==> config.mk <==
export PLATFORM = sky130hd
export DESIGN_NAME = mem_access_unit
export DESIGN_NICKNAME = d
export VERILOG_FILES = /design/src/rtl/mem_access_unit_pkg.sv /design/src/rtl/mem_access_unit_byte_lane.sv /design/src/rtl/mem_access_unit.sv
export SDC_FILE = /design/constraint.sdc
export NUM_CORES = 1
export LEC_CHECK = 0
export CAP_MARGIN = 10
export CORE_MARGIN = 2
export CORE_UTILIZATION = 25
export DETAILED_ROUTE_END_ITERATION = 12
export PLACE_DENSITY = 0.49
export SYNTH_ARGS = -nofsm -noshare
export SYNTH_HDL_FRONTEND = slang
export SYNTH_SLANG_ARGS = --single-unit
==> constraint.sdc <==
create_clock -name clk -period 2.4 [get_ports clk]
set_input_delay 0.48 -clock clk [delete_from_list [all_inputs] [get_ports clk]]
set_output_delay 0.48 -clock clk [all_outputs]
set_load 0.005 [all_outputs]
==> src/rtl/mem_access_unit_pkg.sv <==
// Shared definitions for the MEM-stage load/store unit: request opcodes,
// FSM state encoding and the alignment / classification helpers.
package mem_access_unit_pkg;

  typedef enum logic [3:0] {
    OP_NONE = 4'd0,
    OP_LW   = 4'd1,
    OP_LH   = 4'd2,
    OP_LHU  = 4'd3,
    OP_LB   = 4'd4,
    OP_LBU  = 4'd5,
    OP_SW   = 4'd6,
    OP_SH   = 4'd7,
    OP_SB   = 4'd8
  } mem_op_e;

  typedef enum logic [1:0] {
    S_IDLE      = 2'd0,
    S_LD_DATA   = 2'd1,
    S_RMW_MERGE = 2'd2,
    S_RMW_WRITE = 2'd3
  } state_e;

  // Word ops need a 4-byte boundary, halfword ops a 2-byte boundary.
  function automatic logic op_aligned(input logic [3:0] op, input logic [1:0] off);
    logic ok;
    ok = 1'b1;
    if (op == OP_LW || op == OP_SW)
      ok = (off == 2'b00);
    else if (op == OP_LH || op == OP_LHU || op == OP_SH)
      ok = ~off[0];
    return ok;
  endfunction

  function automatic logic op_is_load(input logic [3:0] op);
    return (op >= OP_LW) && (op <= OP_LBU);
  endfunction

endpackage

==> src/rtl/mem_access_unit_byte_lane.sv <==
// Combinational lane logic for big-endian sub-word access: pulls the
// addressed byte/halfword out of a word (with extension) and merges a
// store lane into a word while keeping every other byte intact.
module byte_lane
  import mem_access_unit_pkg::*;
(
  input  logic [31:0] i_word,
  input  logic [1:0]  i_offset,
  input  logic [3:0]  i_op,
  input  logic [15:0] i_store_data,
  output logic [31:0] o_extract,
  output logic [31:0] o_merge
);

  logic [7:0]  w_byte;
  logic [15:0] w_half;

  // Offset 0 is the most significant lane; extract and merge share the lane select.
  always_comb begin
    w_byte    = i_word[7:0];
    w_half    = i_offset[1] ? i_word[15:0] : i_word[31:16];
    o_extract = i_word;
    o_merge   = i_word;
    case (i_offset)
      2'd0:    w_byte = i_word[31:24];
      2'd1:    w_byte = i_word[23:16];
      2'd2:    w_byte = i_word[15:8];
      default: w_byte = i_word[7:0];
    endcase
    case (i_op)
      OP_LB:   o_extract = {{24{w_byte[7]}}, w_byte};
      OP_LBU:  o_extract = {24'h000000, w_byte};
      OP_LH:   o_extract = {{16{w_half[15]}}, w_half};
      OP_LHU:  o_extract = {16'h0000, w_half};
      default: o_extract = i_word;
    endcase
    if (i_op == OP_SB) begin
      case (i_offset)
        2'd0:    o_merge[31:24] = i_store_data[7:0];
        2'd1:    o_merge[23:16] = i_store_data[7:0];
        2'd2:    o_merge[15:8]  = i_store_data[7:0];
        default: o_merge[7:0]   = i_store_data[7:0];
      endcase
    end else if (i_op == OP_SH) begin
      if (i_offset[1])
        o_merge[15:0] = i_store_data;
      else
        o_merge[31:16] = i_store_data;
    end
  end

endmodule

==> src/rtl/mem_access_unit.sv <==
// MEM-stage load/store unit in front of a word-only data memory. Loads take
// one extra cycle, sub-word stores are read-modify-write, word stores go
// straight through, and misaligned requests raise an exception pulse.
module mem_access_unit
  import mem_access_unit_pkg::*;
#(
  parameter int ADDR_W = 32,
  parameter int DATA_W = 32
) (
  input  logic              clk,
  input  logic              rst_n,
  input  logic              req_valid,
  input  logic [3:0]        mem_op,
  input  logic [ADDR_W-1:0] addr,
  input  logic [DATA_W-1:0] store_data,
  output logic              stall,
  output logic [DATA_W-1:0] load_data,
  output logic              load_valid,
  output logic              misalign_exc,
  output logic [ADDR_W-1:0] dm_address,
  output logic              dm_read,
  output logic              dm_write,
  output logic [DATA_W-1:0] dm_write_data,
  input  logic [DATA_W-1:0] dm_read_data
);

  state_e            r_state;
  state_e            w_next_state;
  logic [3:0]        r_op_q;
  logic [ADDR_W-1:0] r_addr_q;
  logic [DATA_W-1:0] r_wbuf;
  logic [DATA_W-1:0] r_load_data;
  logic              r_load_valid;
  logic              r_misalign;

  logic [3:0]        w_op;
  logic              w_aligned;
  logic              w_accept;
  logic              w_misaligned;
  logic              w_stall;
  logic              w_dm_read;
  logic              w_dm_write;
  logic [ADDR_W-1:0] w_dm_address;
  logic [DATA_W-1:0] w_dm_write_data;
  logic [31:0]       w_extract;
  logic [31:0]       w_merge;

  // Undefined opcodes and idle cycles both collapse to NONE.
  assign w_op         = (req_valid && (mem_op <= OP_SB)) ? mem_op : OP_NONE;
  assign w_aligned    = op_aligned(w_op, addr[1:0]);
  assign w_accept     = (r_state == S_IDLE) && (w_op != OP_NONE) && w_aligned;
  assign w_misaligned = (r_state == S_IDLE) && (w_op != OP_NONE) && !w_aligned;

  byte_lane u_byte_lane (
    .i_word       (dm_read_data),
    .i_offset     (r_addr_q[1:0]),
    .i_op         (r_op_q),
    .i_store_data (store_data[15:0]),
    .o_extract    (w_extract),
    .o_merge      (w_merge)
  );

  // Next-state and memory-port decode; later states use only the latched request.
  always_comb begin
    w_next_state    = r_state;
    w_stall         = 1'b0;
    w_dm_read       = 1'b0;
    w_dm_write      = 1'b0;
    w_dm_address    = {2'b00, addr[ADDR_W-1:2]};
    w_dm_write_data = '0;
    case (r_state)
      S_IDLE: begin
        if (w_accept) begin
          if (op_is_load(w_op)) begin
            w_dm_read    = 1'b1;
            w_stall      = 1'b1;
            w_next_state = S_LD_DATA;
          end else if (w_op == OP_SW) begin
            w_dm_write      = 1'b1;
            w_dm_write_data = store_data;
          end else begin
            w_dm_read    = 1'b1;
            w_stall      = 1'b1;
            w_next_state = S_RMW_MERGE;
          end
        end
      end
      S_LD_DATA: begin
        w_stall      = 1'b1;
        w_dm_address = {2'b00, r_addr_q[ADDR_W-1:2]};
        w_next_state = S_IDLE;
      end
      S_RMW_MERGE: begin
        w_stall      = 1'b1;
        w_dm_address = {2'b00, r_addr_q[ADDR_W-1:2]};
        w_next_state = S_RMW_WRITE;
      end
      S_RMW_WRITE: begin
        w_dm_write      = 1'b1;
        w_dm_write_data = r_wbuf;
        w_dm_address    = {2'b00, r_addr_q[ADDR_W-1:2]};
        w_next_state    = S_IDLE;
      end
      default: w_next_state = S_IDLE;
    endcase
  end

  // Reset forces every combinational output low immediately, aborting any write.
  assign stall         = rst_n & w_stall;
  assign dm_read       = rst_n & w_dm_read;
  assign dm_write      = rst_n & w_dm_write;
  assign dm_address    = rst_n ? w_dm_address : '0;
  assign dm_write_data = rst_n ? w_dm_write_data : '0;
  assign load_data     = r_load_data;
  assign load_valid    = r_load_valid;
  assign misalign_exc  = r_misalign;

  // State register.
  always_ff @(posedge clk or negedge rst_n) begin
    if (!rst_n) r_state <= S_IDLE;
    else        r_state <= w_next_state;
  end

  // Capture the accepted operation and address for the following states.
  always_ff @(posedge clk or negedge rst_n) begin
    if (!rst_n) begin
      r_op_q   <= OP_NONE;
      r_addr_q <= '0;
    end else if (w_accept) begin
      r_op_q   <= w_op;
      r_addr_q <= addr;
    end
  end

  // Register the extended load result and its one-cycle valid pulse.
  always_ff @(posedge clk or negedge rst_n) begin
    if (!rst_n) begin
      r_load_data  <= '0;
      r_load_valid <= 1'b0;
    end else begin
      r_load_valid <= (r_state == S_LD_DATA);
      if (r_state == S_LD_DATA) r_load_data <= w_extract;
    end
  end

  // Hold the merged word so it can be written in the following cycle.
  always_ff @(posedge clk or negedge rst_n) begin
    if (!rst_n)                        r_wbuf <= '0;
    else if (r_state == S_RMW_MERGE)   r_wbuf <= w_merge;
  end

  // Misalignment exception pulses in the cycle after the offending request.
  always_ff @(posedge clk or negedge rst_n) begin
    if (!rst_n) r_misalign <= 1'b0;
    else        r_misalign <= w_misaligned;
  end

endmodule

==> metrics <==
status finished, violations left; failing checks negative setup slack; R2R depth 14; fin. max-slew vios 0; CTS buffer count 9; DP Wirelength around 17 mm; dominant cell by count in the synthesized netlist dfrtp_1; Worst Path Max Fanout 5; leak pwr ~4 nW; M1 WL about 9.8 mm; Synth Flop Type dfrtp_1; Area contributors post-synth dfrtp_1, mux2i_1, mux2_2; Die H approximately 160 um; Seq cells post-synth 104; cell count after synthesis between 500 and 600; Final Cell Area slightly above 9000 um2; clk root buf clkbuf_16; Final Worst Setup Slack -269 ps; Core ar. roughly 23,000 um2; minimum clock period about 2700 ps; Tcrit/Tclk final 111%; DRT iter0 DRCs ~370; Post-Syn Area ~6000 um2; drc violations 0; met3 wire length around 1.8 mm; fin cells approximately 1,100; GPL Wtd Cong between 0.8 and 0.9; # clock sinks roughly 100; vias in the first global route 6,000; r2r setup slk -30 ps; first-pass GRT wire length approximately 35 mm; maximum clock rate about 0.37 GHz; crit path kind in2out; crit path capture type output pin; Skew-Pair Late Insertion Delay 360 ps; Worst VDD drop approximately 0.46 mV; Hold Buf Count CTS 0; P per Cell Area 1100 nW/um2; maximum clock path buffer count 2; Initial Util 25.4%; Cell Rows 56; Post-synth top cells dfrtp_1, mux2i_1, nor2_1; initial antenna violation count 2; clk slew on worst S/H paths roughly 70 ps; routed len/inst just over 20 um; GRT Resource Usage Total a little under a fifth; Worst Skew 11.1 ps; metal2 WL between 10 and 15 mm; relative slew slack between 50% and 60%; final hold vios 0; TritonCTS clock tree built; Post-synth EDFFs 0; # IOs about 200; routed wire length 23.0 mm; P&R area growth vs syn 54.5%; largest net degree at the start of global routing 65; Final ANT Viol Nets 0; Synth top area share a little over two fifths; share of layout cells above drive strength 1 roughly 28%; GRT overflow 0; Top Metal Used met5; H-tree Lvls 3; syn_area_per_cell 10.7 um2; Util after Layout slightly below 40%; Chip Width ~160 um; setup TNS -7050 ps; Netlist cell types 55; vias per inst ~5.0; YS warnings 0; Die ar. approximately 25,000 um2; largest area contributor in the netlist dfrtp_1; max cap viols 0; Post-synth ARST share 100%; worst path required time about 1900 ps; RSZ-0062 raised after global routing true; Hold Path Class in2async; placed inst area ~8700 um2; vias post-DR around 5,700; fin nets a little over 900; count of buffers from port buffering 201; Tightest Pin Transition 607 ps; crit path launch type input port; sequential share of the synthesized area 43.6%; CP arrival ~2200 ps; Final setup violation count 36; TritonRoute pass-1 iters 4; Inst Count DP 1,103
==> cell families after synthesis <==
kind of cell,synth area share (%)
muxes,17.5
adders and majority gates,1.05
AOI/OAI and AO/OA,22.8
DFF,43.6
buffers and inverters,5.41
other,0.0628
xor gates and xnor gates,0.147
and+or+nand+nor,9.55
==> worst paths after layout <==
path / from / end
min in group clk: r_addr_q[10] / r_addr_q[10]
setup / recovery: addr[0] / dm_write_data[5]
hold reg to reg: r_addr_q[10] / r_addr_q[10]
hold / removal: rst_n / r_op_q[3]
setup reg to reg: r_state[1] / r_state[0]
max in group asynchronous: rst_n / load_data[25]
==> state kept, by name, summed over array words and instances, names as in the netlist <==
name	count
r_op_q	4
load_valid	1
r_addr_q	32
r_state	2
r_wbuf	32
misalign_exc	1
load_data	32
==> cell usage in the layout, fill, tap and decap left out, types with 4 or more instances in the layout <==
cell / n
a21oi_1: 26
a221o_1: 6
a221o_2: 10
a221oi_1: 7
a22o_1: 31
a22oi_1: 9
buf_12: 4
buf_16: 5
buf_2: 43
buf_4: 69
buf_6: 15
clkbuf_16: 9
clkdlybuf4s15_1: 5
clkdlybuf4s50_1: 128
dfrtp_1: 104
dlygate4sd2_1: 20
inv_1: 20
mux2_2: 31
mux2i_1: 65
nand2_1: 5
nand2b_1: 4
nor2_1: 41
nor2b_1: 31
o21ai_0: 17
o221ai_1: 17
o22a_1: 8
o22ai_1: 25
or2_2: 4
==> layout make-up <==
cell class,instances,area (um2)
well taps,319,399
clock inverters,6,61.3
inverters,25,93.8
diodes,1,2.50
repair buffers,293,2670
clock buffers,10,239
fillers,2353,14200
flip-flops and latches,104,2600
multi-input cells,387,3160
==> per-layer routing <==
metal  GRT usage (%)  vias to the layer above
met5               0                        -
met4            6.86                        2
met3            5.09                       35
met1            22.3                     2781
met2            30.4                      251
li1                -                     2620
==> stage by stage <==
stage                     power (mW)  setup slack (ps)  hold slack, ps
after global routing            10.8              -360             168
after detailed placement        8.34              -895             479
after floorplan                 5.98              8.88             184
final                           10.1              -269             150
after CTS                       10.2              -403             152
after global placement          8.23              -882             470
==> power breakdown <==
part           internal, mW  switching (mW)
combinational          2.96            2.38
clock                 0.758           0.767
sequential             2.63           0.635
total                  6.34            3.78
==> worst max-delay path, cell delays in order <==
cell,delay (ps)
dlygate4sd2_1,260
buf_6,130
o221a_4,280
a2111oi_4,350
buf_6,190
buf_12,140
buf_8,110
a22o_1,120
buf_2,110
==> repair_timing <==
item / in CTS / in global routing
setup endpoints to repair: 97 / 67
resized for setup: 262 / 11
gates cloned: 7 / 0
buffers inserted: 25 / 3
hold endpoints to repair: 0 / 0
pin swaps: 29 / 18
(Power assumes the default switching activity.)
